[src/rtl/pan_capture_ctrl.sv]
// pan_capture_ctrl: packs PAN digits for a Luhn validator and registers the verdict; LUHN_BACKSPACE_EN enables bksp
module pan_capture_ctrl #(
  parameter int NUM_DIGITS = 16,
  parameter int TIMEOUT_CYCLES = 1000000
) (
  input  logic        clk,
  input  logic        rst,
  input  logic [3:0]  digit_in,
  input  logic        digit_valid,
  output logic        digit_ready,
  input  logic        clear,
  input  logic        bksp,
  output logic [75:0] pan_bcd,
  output logic        pan_ready,
  input  logic        luhn_valid,
  output logic        result_valid,
  output logic        result_pass,
  output logic        error,
  output logic [1:0]  error_code,
  output logic [4:0]  digit_count,
  input  logic        result_ack
);
  localparam int TW = TIMEOUT_CYCLES > 1 ? $clog2(TIMEOUT_CYCLES) : 1;
  localparam logic [TW-1:0] TMO_LAST = TW'(TIMEOUT_CYCLES > 0 ? TIMEOUT_CYCLES - 1 : 0);
  localparam logic [4:0] N = 5'(NUM_DIGITS);
  typedef enum logic [2:0] {IDLE, CAPTURE, CHECK, DONE, ERROR} state_t;
  state_t state;
  logic [TW-1:0] tmo_cnt;
  logic bksp_en, accept, wipe;
`ifdef LUHN_BACKSPACE_EN
  assign bksp_en = bksp;
`else
  logic unused_bksp;
  assign unused_bksp = bksp;
  assign bksp_en = 1'b0;
`endif
  assign digit_ready = (state == IDLE || state == CAPTURE) && digit_count < N && !clear && !bksp_en;
  assign accept = digit_valid && digit_ready;
  // clear and an acknowledged verdict both return to a fully zeroed IDLE
  assign wipe = clear || ((state == DONE || state == ERROR) && result_ack);
  always_ff @(posedge clk) begin
    if (rst || wipe) begin
      state <= IDLE;
      pan_bcd <= '0;
      pan_ready <= 1'b0;
      result_valid <= 1'b0;
      result_pass <= 1'b0;
      error <= 1'b0;
      error_code <= 2'd0;
      digit_count <= 5'd0;
      tmo_cnt <= '0;
    end else begin
      case (state)
        IDLE, CAPTURE: begin
          if (state == CAPTURE && bksp_en) begin
            digit_count <= digit_count - 5'd1;
            pan_bcd[{digit_count - 5'd1, 2'b00} +: 4] <= 4'd0;
            tmo_cnt <= '0;
            if (digit_count == 5'd1) state <= IDLE;
          end else if (accept) begin
            tmo_cnt <= '0;
            if (digit_in > 4'd9) begin
              state <= ERROR;
              error <= 1'b1;
              error_code <= 2'd1;
              result_valid <= 1'b1;
              result_pass <= 1'b0;
              pan_ready <= 1'b0;
            end else begin
              pan_bcd[{digit_count, 2'b00} +: 4] <= digit_in;
              digit_count <= digit_count + 5'd1;
              state <= (digit_count + 5'd1 == N) ? CHECK : CAPTURE;
              pan_ready <= digit_count + 5'd1 == N;
            end
          end else if (state == CAPTURE && TIMEOUT_CYCLES != 0) begin
            if (tmo_cnt == TMO_LAST) begin
              state <= ERROR;
              error <= 1'b1;
              error_code <= 2'd2;
              result_valid <= 1'b1;
              result_pass <= 1'b0;
              pan_ready <= 1'b0;
            end else begin
              tmo_cnt <= tmo_cnt + 1'b1;
            end
          end
        end
        CHECK: begin
          result_pass <= luhn_valid;
          result_valid <= 1'b1;
          state <= DONE;
        end
        default: ;
      endcase
    end
  end
endmodule

[config.mk]
export PLATFORM = sky130hd
export DESIGN_NAME = pan_capture_ctrl
export DESIGN_NICKNAME = d
export VERILOG_FILES = /design/src/rtl/pan_capture_ctrl.sv
export SDC_FILE = /design/constraint.sdc
export NUM_CORES = 1
export LEC_CHECK = 0
export ABC_AREA = 0
export CAP_MARGIN = 20
export CORE_MARGIN = 2
export CORE_UTILIZATION = 55
export DETAILED_ROUTE_END_ITERATION = 6
export PLACE_DENSITY = 0.85
export RECOVER_POWER = 50
export SYNTH_ARGS = -nofsm -noshare
export SYNTH_HDL_FRONTEND = slang
export SYNTH_SLANG_ARGS = --single-unit
[constraint.sdc]
create_clock -name clk -period 7.3 [get_ports clk]
set_input_delay 0.73 -clock clk [delete_from_list [all_inputs] [get_ports clk]]
set_output_delay 0.73 -clock clk [all_outputs]
set_load 0.01 [all_outputs]
==> results by group, run 1 <==
Logic synthesis
  – Post-Syn Nets: 578
  – Netlist cell types: 56
  – Synth Register Bits: 110
  – Top cells by area, synth: dfxtp_1 (45%), mux2i_1 (7.0%), nand3_1 (7.0%)
  – Top cell type's share of synthesized area: 0.452
  – Ys flop type: dfxtp_1
  – Avg Inst Size Synth: 8.69 µm²
  – Count leader, synth: dfxtp_1
  – EDFF count, synth: 0
  – Yosys warning count: 0
  – Post-Syn Instances: 560
  – Synth async-reset ratio: 0
  – Mapped Area: 0.00487 mm²
  – Most frequent cells after synthesis: dfxtp_1 (110), nand3_1 (68), nand2_1 (65)
  – Seq/Total Area, Yosys: 0.452
  – Post-synth top area cell: dfxtp_1

GRT
  – Global-route wire length before repair: 20300 µm
  – Grt ovf: 0
  – Number of global-route vias before repair: 4309
  – GRT Resource Usage Total: 0.256
  – Initial antenna violation count: 0
  – Largest net degree at the start of global routing: 81

CTS
  – CTS tree: yes
  – Max clock buf depth: 2
  – CTS H-tree depth: 3
  – Clock Pin Slew Worst Setup and Hold Paths: 0.11 ns
  – CTS Hold Buffers Added: 0
  – CTS sink count: 110
  – Postcts setup bufs: 0
  – Gates resized, CTS repair: 0
  – Clk Latency, worst-skew pair: 0.37 ns
  – TritonCTS Buffers: 9
  – CTS root buffer: clkbuf_8

Critical path
  – R2R Path Start: state[2]
  – Critical Path AT: 4.91 ns
  – Flop2flop setup slack: 3.05 ns
  – Crit end category: flip-flop
  – Crit path kind: input port to flip-flop
  – Critical Path RT: 7.58 ns
  – Crit start category: input port
  – Reg-to-Reg End: pan_bcd[58]
  – Crit-path max FO: 80
  – FF-to-FF path depth: 6

Power and ir drop
  – Pwr dens: 165 mW/mm²
  – Cell Int Power: 747 µW
  – Sw Share: 0.250
  – Static leakage: 2.50 nW
  – Logic pwr share: 0.047
  – Reg power frac: 0.605
  – Net Switching: 250 µW
  – Proportion of power drawn by the clock network: 0.348
  – Maximum VDD drop: 0.0878 mV

Die
  – Ports: 99
  – Chip Width: 98.1 µm
  – Total die area: 0.00962 mm²
  – Die Ht: 98.1 µm
  – Rows: 34
  – Initial Util: 0.564
  – Core Area: 0.00864 mm²

Final layout
  – Area grow syn2layout: 24.2%
  – Fill cells: 686
  – Reg area: 0.00220 mm²
  – Multi-input gate area: 0.00250 mm²
  – Share of cells above drive strength 1: 0.0403
  – Antenna cell count: 0
  – # nets final: 658

Routing
  – Mean number of vias per cell: 6.01
  – Drt total wl: 12300 µm
  – Vias: 4522
  – DRT iter0 DRCs: 309
  – Drt drc: 0
  – First drt pass iteration count: 5
  – Routed len/inst: 16.3 µm
  – Post-DRT Antenna Nets: 0

Timing
  – Final setup violation count: 0
  – Fmax: 216 MHz
  – Slew Limit Headroom: -1.12
  – Final Max Tran Viols: 81
  – Final hold viol count: 0
  – Final worst-path cycle share: 0.634
  – RSZ-0062 raised after global routing: false
  – Worst Hold Slack: 0.463 ns
  – Tmin final: 4.63 ns
  – Final TNS setup: 0 ns
  – Clock Skew: 0.0119 ns
  – Worst Max-Slew Pin Slew: 3.18 ns

Placed design
  – HPWL after detailed placement: 8900 µm
  – GP Congestion: 0.957
  – Count of input and output buffers: 97

Status
  – Violated checks: capacitance limit, slew limit
  – Status: complete, but fails checks

Hold path
  – Tightest Hold Check Type: flip-flop to flip-flop
  – Worst hold path endpoint: error_code[1]
  – Hold depth: 2
  – Worst hold start: error_code[1]

Flow run
  – Max-Cap Viols: 1
flip-flops by register name, indices dropped and copies added (netlist names):
register and cells:
digit_count 5, state 3, error 1, error_code 2, result_valid 1, pan_ready 1
pan_bcd 76, result_pass 1, tmo_cnt 20
power by group through the flow:
stage               Sequential (mW)  Combinational (mW)  Clock [mW]
floorplan                     0.616              0.0318           0
global placement              0.617              0.0460           0
detailed placement            0.617              0.0474           0
CTS                           0.603              0.0477       0.352
global route                  0.603              0.0512       0.376
finish                        0.603              0.0472       0.347
critical path: stages:
cell           delay [ns]
dlygate4sd3_1        0.56
or2_0                0.33
nor2_4               0.13
clkbuf_1             2.24
nand3_1              0.56
mux2i_1              0.30
worst max path at each step:
stage                   startpoint     endpoint  cells after the start
finish                       clear  pan_bcd[58]                      6
global placement       digit_in[2]  pan_bcd[27]                      7
floorplan           digit_count[0]  pan_bcd[20]                      8
global route                 clear  pan_bcd[23]                      6
detailed placement     digit_in[1]  pan_bcd[25]                      7
CTS                          clear  digit_ready                      4
kinds of logic after synthesis:
group                      synth area share
AOI/OAI and AO/OA                     0.141
xor gates and xnor gates             0.0252
adders and majority gates            0.0180
buffers and inverters                0.0350
DFF                                   0.452
muxes                                0.0699
and+or+nand+nor                       0.258
routing by layer:
metal  GRT usage  vias to the layer above  wire (µm)
li1            -                     2176          -
met1       0.335                     2151       5250
met2       0.420                      164       5950
met3      0.0480                       31        773
met4      0.0983                        0        313
met5           0                        -          0
layout make-up:
| type | count | area share |
|---|---|---|
| clock buffer | 10 | 0.0211 |
| clock inverter | 6 | 0.00911 |
| inverter | 8 | 0.00497 |
| multi-input combinational | 410 | 0.413 |
| sequential | 110 | 0.364 |
| tap | 108 | 0.0224 |
| timing repair buffer | 101 | 0.165 |
placed cells by master (no fill, tap or decap), types with 4 or more instances in the layout:
cell,n
o21ai_0,40
o21a_1,6
and3_1,7
nand2_1,65
o31ai_1,6
and4_1,5
mux2i_1,34
ha_1,7
o22ai_1,5
dlygate4sd3_1,86
nand2b_1,7
nand4_1,6
clkbuf_8,9
xor2_1,6
a21oi_1,23
nor3b_1,4
xnor2_1,8
inv_1,8
nor3_1,6
nor2_1,27
or4_1,6
nand3_1,68
clkdlybuf4s50_1,11
o211ai_1,8
dfxtp_1,110
or3_1,9
and2_1,15
per-stage QoR:
stage | instance area [µm²] | utilization | std cells | total power, mW | worst slack, ns
global route | 6050 | 0.700 | 753 | 1.03 | 2.20
global placement | 5870 | 0.680 | 737 | 0.663 | 4.12
CTS | 6050 | 0.701 | 753 | 1.00 | 4.25
finish | 6050 | 0.700 | 753 | 0.997 | 2.67
floorplan | 4870 | - | 560 | 0.648 | 4.68
detailed placement | 5870 | 0.680 | 737 | 0.664 | 4.09
Note: power is estimated with default switching activity, not from simulation.
==> run 2, diff against run 1 <==
--- a/config.mk
+++ b/config.mk
@@ -8,9 +8,9 @@
 export ABC_AREA = 0
 export CAP_MARGIN = 20
 export CORE_MARGIN = 2
-export CORE_UTILIZATION = 55
+export CORE_UTILIZATION = 46
 export DETAILED_ROUTE_END_ITERATION = 6
-export PLACE_DENSITY = 0.85
+export PLACE_DENSITY = 0.76
 export RECOVER_POWER = 50
 export SYNTH_ARGS = -nofsm -noshare
 export SYNTH_HDL_FRONTEND = slang
==> constraint.sdc (replaced) <==
create_clock -name clk -period 3.9 [get_ports clk]
set_input_delay 0.39 -clock clk [delete_from_list [all_inputs] [get_ports clk]]
set_output_delay 0.39 -clock clk [all_outputs]
set_load 0.01 [all_outputs]
==> run 2 against run 1 <==
The flow now finishes without violations. Design area is 0.97% higher. Non-clock buffer count is 5 higher. Clock skew is 0.0053 ns higher. Sequential power is 87% higher. Via count is 2.7% lower. Largest power group unchanged. Critical endpoint is now pan_bcd[22]. Sequential cell count stayed put. First-iteration DRC count is 34% lower. Register-to-register slack worse by 2.2 ns. Sequential share of layout area is 0.35 points lower. Clock-buffer cell count is 2 higher. Critical path depth stayed put.
==> results by group, run 2 (synthesized netlist as in run 1, its figures left out) <==
Timing
  – Final worst-path cycle share: 0.781
  – Final setup violation count: 0
  – Fmax: 328 MHz
  – Final Max Tran Viols: 0
  – Final TNS setup: 0 ns
  – Clock Skew: 0.0173 ns
  – Tmin final: 3.05 ns
  – RSZ-0062 raised after global routing: false
  – Worst Hold Slack: 0.457 ns
  – Worst Max-Slew Pin Slew: 0.907 ns
  – Final hold viol count: 0
  – Slew Limit Headroom: 0.393

Power and ir drop
  – Maximum VDD drop: 0.174 mV
  – Proportion of power drawn by the clock network: 0.334
  – Final Power: 1.84 mW
  – Sw Share: 0.241
  – Static leakage: 2.52 nW
  – Reg power frac: 0.615
  – Net Switching: 442 µW
  – Pwr dens: 301 mW/mm²
  – Logic pwr share: 0.051
  – Cell Int Power: 1.39 mW

GRT
  – Initial antenna violation count: 0
  – Global-route wire length before repair: 20400 µm
  – Grt ovf: 0
  – Number of global-route vias before repair: 4202
  – Largest net degree at the start of global routing: 34
  – GRT Resource Usage Total: 0.224

Routing
  – Post-DRT Antenna Nets: 0
  – Met3 wire len: 732 µm
  – Mean number of vias per cell: 5.60
  – Wl on met1: 5580 µm
  – Routed len/inst: 15.9 µm
  – First drt pass iteration count: 5
  – Drt drc: 0
  – DRT iter0 DRCs: 203
  – Met2 WL: 5850 µm
  – Vias: 4401
  – Drt total wl: 12500 µm
  – Highest metal used: met4

CTS
  – CTS root buffer: clkbuf_8
  – Clock Pin Slew Worst Setup and Hold Paths: 0.10 ns
  – Gates resized, CTS repair: 0
  – TritonCTS Buffers: 9
  – CTS tree: yes
  – CTS Hold Buffers Added: 0
  – CTS H-tree depth: 3
  – Max clock buf depth: 2
  – Clk Latency, worst-skew pair: 0.39 ns
  – CTS sink count: 110
  – Postcts setup bufs: 0

Critical path
  – Crit end category: flip-flop
  – Crit path kind: flip-flop to flip-flop
  – Critical Path RT: 4.19 ns
  – Critical Path AT: 3.34 ns
  – Crit-path max FO: 17
  – Flop2flop setup slack: 0.85 ns
  – Crit start category: flip-flop

Final layout
  – Fill cells: 957
  – Share of cells above drive strength 1: 0.0477
  – Area grow syn2layout: 25.4%
  – Most flop-heavy register: pan_bcd
  – Regs by FF count: pan_bcd: 76 flops, tmo_cnt: 20 flops, digit_count: 5 flops
  – Most frequent cells in the layout: dfxtp_1 (110), dlygate4sd3_1 (87), nand3_1 (68), nand2_1 (65), o21ai_0 (40)
  – Antenna cell count: 0
  – Design area: 0.00610 mm²
  – Final cell count without fillers: 786
  – Largest register FFs: 76
  – Most common cell after layout, fill and taps aside: dfxtp_1
  – # nets final: 663

Placed design
  – GP Congestion: 0.935
  – HPWL after detailed placement: 9130 µm
  – Dpl cell area: 0.00594 mm²
  – DP Cell Count: 770
  – Count of input and output buffers: 97

Die
  – Core Area: 0.0103 mm²
  – Ports: 99
  – Die Ht: 107 µm
  – Chip Width: 107 µm
  – Total die area: 0.0114 mm²
  – Initial Util: 0.474
  – Rows: 37

Hold path
  – Tightest Hold Check Type: flip-flop to flip-flop

Status
  – Status: completed

Flow run
  – Max-Cap Viols: 0
run 2: final cells by class:
cell class | instances | area [µm²] | area share
tap | 136 | 170 | 0.0279
inverter | 8 | 30.0 | 0.00492
timing repair buffer | 106 | 1040 | 0.170
sequential | 110 | 2200 | 0.361
clock buffer | 12 | 135 | 0.0221
clock inverter | 4 | 30.0 | 0.00492
multi-input combinational | 410 | 2500 | 0.409
run 2: through the flow:
| stage | setup WS (ns) | util |
|---|---|---|
| after detailed placement | 0.895 | 0.578 |
| after global placement | 1.04 | 0.578 |
| after CTS | 0.873 | 0.594 |
| final | 0.853 | 0.594 |
| after floorplan | 1.28 | - |
| after global routing | 0.616 | 0.594 |
run 2: power groups by stage:
stage                     Combinational, mW  Sequential, mW  Clock [mW]
after detailed placement             0.0931            1.15           0
after global routing                  0.102            1.13       0.679
after global placement               0.0914            1.15           0
after floorplan                      0.0595            1.15           0
final                                0.0936            1.13       0.614
after CTS                            0.0935            1.13       0.626
run 2: path summary, 6_finish.rpt:
check / from / to / cells after the start
max: digit_count[0] / pan_bcd[22] / 6
min: pan_bcd[9] / pan_bcd[9] / 2
max reg2reg: digit_count[0] / pan_bcd[22] / 6
min reg2reg: pan_bcd[9] / pan_bcd[9] / 2
run 2: metal layers:
layer / global-route usage / vias up
met3: 0.0632 / 26
met2: 0.357 / 140
met1: 0.288 / 2054
met4: 0.0881 / 0
met5: 0 / -
li1: - / 2181
run 2: critical path, stage by stage, from the launching register on:
cell and delay (ns):
dfxtp_1 0.70, inv_1 0.20, ha_1 0.34, or2_2 0.32, a211oi_1 0.58, o2111ai_1 0.45, o31ai_1 0.36
==> run 3, diff against run 2 <==
==> constraint.sdc (replaced) <==
create_clock -name clk -period 2.8 [get_ports clk]
set_input_delay 0.28 -clock clk [delete_from_list [all_inputs] [get_ports clk]]
set_output_delay 0.28 -clock clk [all_outputs]
set_load 0.01 [all_outputs]
==> run 3 against run 2 <==
Worst hold slack gained 0.0072 ns. Clock power grew 69%. Design area grew 2.3%. Via count grew 1.1%. Final cell count grew 1.4%. Sequential cell count is the same. Critical path type unchanged. Critical endpoint is now pan_bcd[3].
==> results by group, run 3 (synthesized netlist as in run 1, its figures left out) <==
Status
  – Status: completed

Routing
  – Mean number of vias per cell: 5.58
  – Drt total wl: 12400 µm
  – DRT iter0 DRCs: 274
  – Vias: 4448
  – Drt drc: 0
  – First drt pass iteration count: 5
  – Post-DRT Antenna Nets: 0
  – Routed len/inst: 15.6 µm

Timing
  – Slew Limit Headroom: 0.372
  – Final setup violation count: 0
  – Final TNS setup: 0 ns
  – Fmax: 403 MHz
  – Final Max Tran Viols: 0
  – Final hold viol count: 0
  – Worst Max-Slew Pin Slew: 0.942 ns
  – Worst Hold Slack: 0.464 ns
  – Tmin final: 2.48 ns
  – Final worst-path cycle share: 0.886
  – Worst setup margin: 0.320 ns
  – Clock Skew: 0.0238 ns
  – RSZ-0062 raised after global routing: false

Critical path
  – Critical Path AT: 2.73 ns
  – R2R Path Start: state[1]
  – Crit start category: flip-flop
  – Crit path kind: flip-flop to flip-flop
  – Flop2flop setup slack: 0.32 ns
  – Cell-by-cell listing of the critical path: or4_4 > or3_4 > or4_1 > mux2i_1 > nor2_1
  – Crit end category: flip-flop
  – Crit-path max FO: 9
  – Largest stage delay on the critical path: 0.65 ns
  – FF-to-FF path depth: 5
  – Reg-to-Reg End: pan_bcd[3]
  – Top Family by Delay on Critical Path: simple AND/OR/NAND/NOR gates
  – Worst Path Buf+Inv: 0
  – Slowest-stage cell, CP: or4_1
  – Critical Path RT: 3.05 ns

Hold path
  – Hold depth: 2
  – Tightest Hold Check Type: flip-flop to flip-flop
  – Worst hold path endpoint: error_code[0]
  – Worst hold start: error_code[0]

Final layout
  – # nets final: 674
  – Area grow syn2layout: 28.3%
  – Most flop-heavy register: pan_bcd
  – Most common cell after layout, fill and taps aside: dfxtp_1
  – Largest register FFs: 76
  – Multi-input gate area: 0.00250 mm²
  – Share of cells above drive strength 1: 0.0651
  – Antenna cell count: 0
  – Regs by FF count: pan_bcd: 76 flops, tmo_cnt: 20 flops, digit_count: 5 flops
  – Most frequent cells in the layout: dfxtp_1 (110), dlygate4sd3_1 (86), nand3_1 (68), nand2_1 (65), o21ai_0 (40)
  – Fill cells: 909
  – Reg area: 0.00220 mm²

Die
  – Ports: 99
  – Die Ht: 107 µm
  – Chip Width: 107 µm
  – Core Area: 0.0103 mm²
  – Initial Util: 0.474
  – Rows: 37
  – Total die area: 0.0114 mm²

GRT
  – GRT Resource Usage Total: 0.221
  – Global-route wire length before repair: 20400 µm
  – Largest net degree at the start of global routing: 57
  – Number of global-route vias before repair: 4194
  – Grt ovf: 0
  – Initial antenna violation count: 0

Placed design
  – Setup WS pre-CTS: 0.161 ns
  – GP Congestion: 0.910
  – Count of input and output buffers: 97
  – HPWL after detailed placement: 9330 µm

Flow run
  – Max-Cap Viols: 0

CTS
  – TritonCTS Buffers: 9
  – CTS sink count: 110
  – CTS root buffer: clkbuf_8
  – Clock Pin Slew Worst Setup and Hold Paths: 0.11 ns
  – Gates resized, CTS repair: 0
  – CTS Hold Buffers Added: 0
  – Postcts setup bufs: 0
  – CTS H-tree depth: 3
  – Clk Latency, worst-skew pair: 0.39 ns
  – CTS tree: yes
  – Max clock buf depth: 2

Power and ir drop
  – Pwr dens: 439 mW/mm²
  – Static leakage: 2.60 nW
  – Maximum VDD drop: 0.293 mV
## run 3: where the power goes
group          switching (mW)  leakage (nW)  internal, mW
combinational          0.0873          1.60        0.0482
clock                   0.591         0.113         0.445
sequential            0.00397         0.886          1.57
total                   0.682          2.60          2.06
## run 3: per-stage QoR
step	power, mW	util	cell area (µm²)	instances
global placement	1.74	0.588	6040	781
global route	2.84	0.608	6250	797
CTS	2.76	0.609	6260	797
detailed placement	1.74	0.588	6040	781
finish	2.74	0.608	6250	797
floorplan	1.69	-	4870	560
## run 3: tightest hold or removal path, stage by stage (launching register included)
cell	delay (ns)
dfxtp_1	0.32
nand2_1	0.05
a21oi_1	0.06
## run 3: layer usage
layer | GRT usage | up-vias | wire length (µm) | part of all wire
li1 | - | 2204 | - | -
met1 | 0.288 | 2084 | 5520 | 0.45
met2 | 0.364 | 140 | 5940 | 0.48
met3 | 0.0462 | 20 | 686 | 0.055
met4 | 0.0798 | 0 | 254 | 0.020
met5 | 0 | - | 0 | 0
## run 3: how the worst max path moves through the flow
| stage | startpoint | end | cells after the start |
|---|---|---|---|
| detailed placement | clear | pan_bcd[3] | 6 |
| floorplan | digit_count[0] | pan_bcd[20] | 8 |
| global placement | clear | pan_bcd[0] | 6 |
| finish | state[1] | pan_bcd[3] | 5 |
| CTS | state[1] | pan_bcd[3] | 5 |
| global route | digit_count[0] | pan_bcd[33] | 7 |
## run 3: area by class of cell
| type | count | share of cell area |
|---|---|---|
| Clock inverter | 7 | 0.0156 |
| Inverter | 8 | 0.00481 |
| Sequential cell | 110 | 0.353 |
| Timing Repair Buffer | 117 | 0.179 |
| Tap cell | 136 | 0.0272 |
| Clock buffer | 9 | 0.0198 |
| Multi-Input combinational cell | 410 | 0.401 |
